### src/rtl/qq_dequeue_reader.sv
// Dequeue-side reader for the QuickQ priority queue: keeps the current maximum
// in a head register and refills it from the descending-sorted BRAM overflow ring.
module qq_dequeue_reader #(
    parameter int DATA_W = 16,
    parameter int DEPTH  = 1024,
    parameter int ADDR_W = $clog2(DEPTH)
) (
    input  logic              clk,
    input  logic              rst,
    input  logic              deq_req,
    output logic              deq_ready,
    output logic              deq_valid,
    output logic [DATA_W-1:0] deq_data,
    output logic              empty,
    output logic [DATA_W-1:0] head_data,
    output logic              head_valid,
    input  logic [ADDR_W:0]   ram_count,
    output logic              ram_en,
    output logic [ADDR_W-1:0] ram_addr,
    input  logic [DATA_W-1:0] ram_data,
    output logic [ADDR_W-1:0] rd_ptr
);

    typedef enum logic [1:0] {
        ST_EMPTY = 2'd0,
        ST_LOAD  = 2'd1,
        ST_FULL  = 2'd2
    } state_t;

    state_t              state_reg;
    state_t              state_next;
    logic [ADDR_W-1:0]   rd_ptr_reg;
    logic [DATA_W-1:0]   head_reg;
    logic [DATA_W-1:0]   deq_data_reg;
    logic                deq_valid_reg;
    logic                rd_issue;
    logic                pop;
    logic                ram_has_data;

    assign ram_has_data = (ram_count != '0);
    assign pop          = (state_reg == ST_FULL) && deq_req;

    always_comb begin
        state_next = state_reg;
        rd_issue   = 1'b0;
        case (state_reg)
            ST_EMPTY: begin
                if (ram_has_data) begin
                    rd_issue   = 1'b1;
                    state_next = ST_LOAD;
                end
            end
            ST_LOAD: begin
                state_next = ST_FULL;
            end
            ST_FULL: begin
                if (deq_req) begin
                    if (ram_has_data) begin
                        rd_issue   = 1'b1;
                        state_next = ST_LOAD;
                    end else begin
                        state_next = ST_EMPTY;
                    end
                end
            end
            default: begin
                state_next = ST_EMPTY;
            end
        endcase
    end

    // The read is issued combinationally so the BRAM data lands during the single LOAD cycle.
    always_ff @(posedge clk) begin
        if (rst) begin
            state_reg     <= ST_EMPTY;
            rd_ptr_reg    <= '0;
            head_reg      <= '0;
            deq_data_reg  <= '0;
            deq_valid_reg <= 1'b0;
        end else begin
            state_reg     <= state_next;
            deq_valid_reg <= pop;
            if (rd_issue) begin
                rd_ptr_reg <= rd_ptr_reg + ADDR_W'(1);
            end
            if (state_reg == ST_LOAD) begin
                head_reg <= ram_data;
            end
            if (pop) begin
                deq_data_reg <= head_reg;
            end
        end
    end

    assign ram_en     = rd_issue && !rst;
    assign ram_addr   = rd_ptr_reg;
    assign rd_ptr     = rd_ptr_reg;
    assign deq_ready  = (state_reg == ST_FULL);
    assign head_valid = (state_reg == ST_FULL);
    assign head_data  = head_reg;
    assign deq_valid  = deq_valid_reg;
    assign deq_data   = deq_data_reg;
    assign empty      = (state_reg == ST_EMPTY) && !ram_has_data;

endmodule
### config.mk
export PLATFORM = sky130hd
export DESIGN_NAME = qq_dequeue_reader
export DESIGN_NICKNAME = d
export VERILOG_FILES = /design/src/rtl/qq_dequeue_reader.sv
export SDC_FILE = /design/constraint.sdc
export NUM_CORES = 1
export LEC_CHECK = 0
export ABC_AREA = 1
export CAP_MARGIN = 20
export CORE_MARGIN = 2
export CORE_UTILIZATION = 45
export CTS_CLUSTER_SIZE = 14
export DETAILED_ROUTE_END_ITERATION = 7
export PLACE_DENSITY = 0.9
export SLEW_MARGIN = 20
export SYNTH_ARGS = -nofsm -noshare
export SYNTH_HDL_FRONTEND = slang
export SYNTH_SLANG_ARGS = --single-unit
export TNS_END_PERCENT = 1
### constraint.sdc
create_clock -name clk -period 3.87 [get_ports clk]
set_clock_uncertainty 0.1 [all_clocks]
set_input_delay 0.387 -clock clk [delete_from_list [all_inputs] [get_ports clk]]
set_output_delay 0.387 -clock clk [all_outputs]
set_load 0.1 [all_outputs]
==> Yosys cells after proc, flatten, opt, wreduce, memory -nomap -nowiden <==
Cells that the tools add are included.
{ "classes": {"add_sub_neg": 1, "n_eq_ne": 4, "muxes": 7, "n_reduce_logical": 8} }
{ "ops": {"columns": ["op", "n"], "rows": [
  ["$reduce_bool A11 Y1", 1],
  ["$add A10 B1 Y10 const B", 1],
  ["$pmux W2 S3", 1],
  ["$mux W2", 2],
  ["$ne A2 B2 Y1 const B", 2],
  ["$logic_and A1 B1 Y1", 3],
  ["$mux W1", 3],
  ["$eq A2 B1 Y1 const B", 1],
  ["$eq A2 B2 Y1 const B", 1],
  ["$logic_not A1 Y1", 2],
  ["$logic_not A2 Y1", 1],
  ["$pmux W1 S2", 1],
  ["$reduce_and A2 Y1", 1]
]} }
{ "word_totals": {"ff_bits": 45, "word_cells": 25} }

==> Depth between registers and ports, before layout <==
{ "logic_depth": {"word_depth": 5, "depth_mapped": 8, "depth_no_buf": 8} }

==> Worst setup path before layout <==
OpenSTA, ideal clock, no wires.
{ "synth_path": {"path_kind": "input -> output", "startpoint": "input ram_count[9]", "endpoint": "output empty", "arrival_ps": 2832, "required_ps": 3383, "slack_ps": 551, "path_stages": 5, "cell_sequence": "nor2_1 > nand2_1 > nor2_1 > nand2_1 > nor3_1"} }
{ "synth_via": {"elab_chain_cells": 3} }
{ "synth_rtl": {"columns": ["item", "line", "rtl"], "rows": [
  ["start: declaration", "17", "input logic [ADDR_W:0] ram_count,"],
  ["$reduce_bool A11 Y1", "40", "assign ram_has_data = (ram_count != '0);"],
  ["$logic_not A1 Y1", "103", "assign empty = (state_reg == ST_EMPTY) && !ram_has_data;"],
  ["$logic_and A1 B1 Y1", "103", null],
  ["end: declaration", "14", "output logic empty,"]
]} }
Every way passes these cells.

==> Worst setup path in the final report <==
{ "layout_path": {"startpoint": "register state_reg[1]", "endpoint": "output deq_ready"} }
{ "layout_via": {"elab_chain_cells": 1} }
{ "layout_rtl": {"columns": ["item", "line", "rtl"], "rows": [
  ["start: declaration", "30", "state_t state_reg;"],
  ["start signal: assignment", "81", "state_reg <= state_next;"],
  ["$eq A2 B2 Y1", "98", "assign deq_ready = (state_reg == ST_FULL);"],
  ["end: declaration", "11", "output logic deq_ready,"]
]} }
Every way passes these cells.

==> flow_summary.yaml <==
run_status:
  status: "finished clean"
run:
  maxCapViolations: 0
sta:
  fin_crit_ps: 2887
  max_freq_mhz: 346.3
  timing.final.crit_share_pct: 74.61
  tns_ps: 0
  hold_viol_final: 0
  report.final.slew_viol_count: 0
  rsz0062_at_grt: "false"
  fin_ws_ps: 982.6
  worst_pin_slew_ps: 1013
  final-setup-viol-count: 0
  slew-limit-headroom_pct: 32.27
  hold_slack_ps: 362.6
logic_synthesis:
  netlist_top_cells_area: "dfxtp_1 (46%), nand2_1 (10%), nor2_1 (9.8%), a21oi_1 (5.4%), nand3_1 (5.1%)"
  yosys.area.top_type: "dfxtp_1"
  synth_edf_count: 0
  yosysWarningCount: 0
  syn-num-nets: 294
  async_flop_share_pct: 0
  netlist_instances: 263
  synth.distinct_cells: 22
  syn-mean-instance-area_sq_um: 7.412
  ys_seq_area_share_pct: 46.21
  mappedNetlistArea_sq_um: 1949
  netlist.area_leader.share_pct: 46.21
  ys_ff_latch: 45
  synth_flop_cell: "dfxtp_1"
worst_setup_path:
  critical-path-max-stage-delay_ps: 1240
  end_kind: "output pin"
  path_class: "flip-flop to output pin"
  reg2reg_to: "deq_data[12]"
  critical_path.top_delay_family: "buffers and inverters"
  startpoint_type: "flip-flop"
  path_buf_inv: 2
  cp_data_arrival_time_ps: 2400
  worstPathRequired_ps: 3380
  r2r_start: "state_reg[1]"
  r2r_setup_slack_ps: 2240
  cp_max_fo: 20
  worstRegToRegCells: 5
  cp_slowest_cell: "clkdlybuf4s50_1"
  cp_cell_sequence: "inv_2, nor2_4, clkdlybuf4s50_1"
floorplan:
  io_pins: 87
  initial_core_util_pct: 47.70
  die_x_um: 69.82
  fp-row-count: 23
  design.core.area_sq_um: 4086
  die_y_um: 69.82
  dieArea_sq_um: 4874
placed_design:
  post-place-ws_ps: 1311
  placedCellCount: 379
  placed_area_sq_um: 2740
  hpwlAfterDp_um: 3471
  port_buffers: 86
  gp_congestion: 0.7766
route:
  drt_pass1_iterations: 4
  drt-total-wl_um: 4953
  final_antenna_net_count: 0
  vias: 1940
  vias_per_cell: 5.026
  drtIter0Drc: 132
  drc: 0
  avgRoutedWirePerCell_um: 12.83
min_path:
  holdPathStages: 2
  min_to: "deq_data[9]"
  hold_start: "deq_data[9]"
  hp-class: "flip-flop to flip-flop"
final_layout:
  synthToLayoutAreaGrowth_pct: 45.89
  utilization_pct: 69.60
  instances_no_fill: 386
  most-common-layout-cells: "clkdlybuf4s50_1 (84), nand2_1 (52), nor2_1 (51)"
  mostFrequentLayoutCell: "clkdlybuf4s50_1"
  final_nets: 367
  diodes: 0
  design_area_sq_um: 2844
  drive_gt1_share_pct: 7.440
cts:
  post_cts_resized: 0
  cts_buffer_depth: 2
  cts_buffers: 5
  clk_pin_slew_worst_paths_ps: 80
  cts_setup_buffers: 0
  postCtsHoldBufs: 0
  clock_sinks: 45
  cts_htree_levels: 2
  cts_tree: "yes"
  root_buffer: "clkbuf_8"
  clk_latency_ps: 290
power_and_ir_drop:
  peakVddDrop_mv: 0.2884
  power.total_mw: 1.220
  power_density_nw_per_um2: 429.1
  leakage_nw: 1.069
global_routing:
  antenna_found_initial: 0
  grt_pass1_wl_um: 8480
  grt_max_degree: 22
  grt_pass1_vias: 1883
  grt_overflow: 0
  grt_util_all_layers_pct: 21.12
## power by group
group	switching, mW	internal, mW
registers	0.0220	0.487
logic	0.278	0.0909
clock network	0.155	0.188
total	0.454	0.766
## cells in the mapped netlist (3+ instances only)
cell       n
inv_1      9
nand2_1   52
buf_2      6
a21oi_1   21
dfxtp_1   45
a21oi_2    5
inv_2      4
buf_4     12
nand3b_1   3
o21ai_0   18
clkbuf_1   3
xor2_1     4
nand3_1   20
nor2_1    51
## cell type report
type,instances,area (sq um)
fillers,343,1242
flip-flops and latches,45,900.9
repair buffers,88,870.8
multi-input cells,183,857.1
clock buffers,5,68.82
well taps,50,62.56
inverters,13,48.80
clock inverters,2,35.03
## per-layer routing
layer	vias to the layer above	GRT usage (%)	wire length, um
met3	8	8.430	453
met5	-	0	0
met4	0	7.479	68
met1	882	24.44	2055
met2	77	35.24	2376
li1	973	-	-
## cell families (layout without fill, tap and decap cells)
family | after synthesis | in the layout | synth area share (%)
buf+inv | 35 | 108 | 9.820
fa+ha+maj | 1 | 1 | 0.6417
xor+xnor | 4 | 4 | 1.797
compound gates | 45 | 45 | 12.71
flops | 45 | 45 | 46.21
simple gates | 133 | 133 | 28.82
## worst reg2reg max path, delay by kind of cell (launching register included)
family | cells | cell delay [ps]
compound gates | 1 | 70
buf+inv | 1 | 80
flops | 1 | 410
simple gates | 3 | 850
## how the worst max path moves through the flow
stage	start	to	cells after the start
6_report	state_reg[1]	deq_ready	3
3_3_place_gp	state_reg[1]	deq_ready	3
2_1_floorplan	ram_count[9]	empty	5
4_1_cts	state_reg[1]	deq_ready	3
3_5_place_dp	state_reg[1]	deq_ready	3
5_1_grt	state_reg[1]	deq_ready	3
Power figures use the tool's default switching activity.
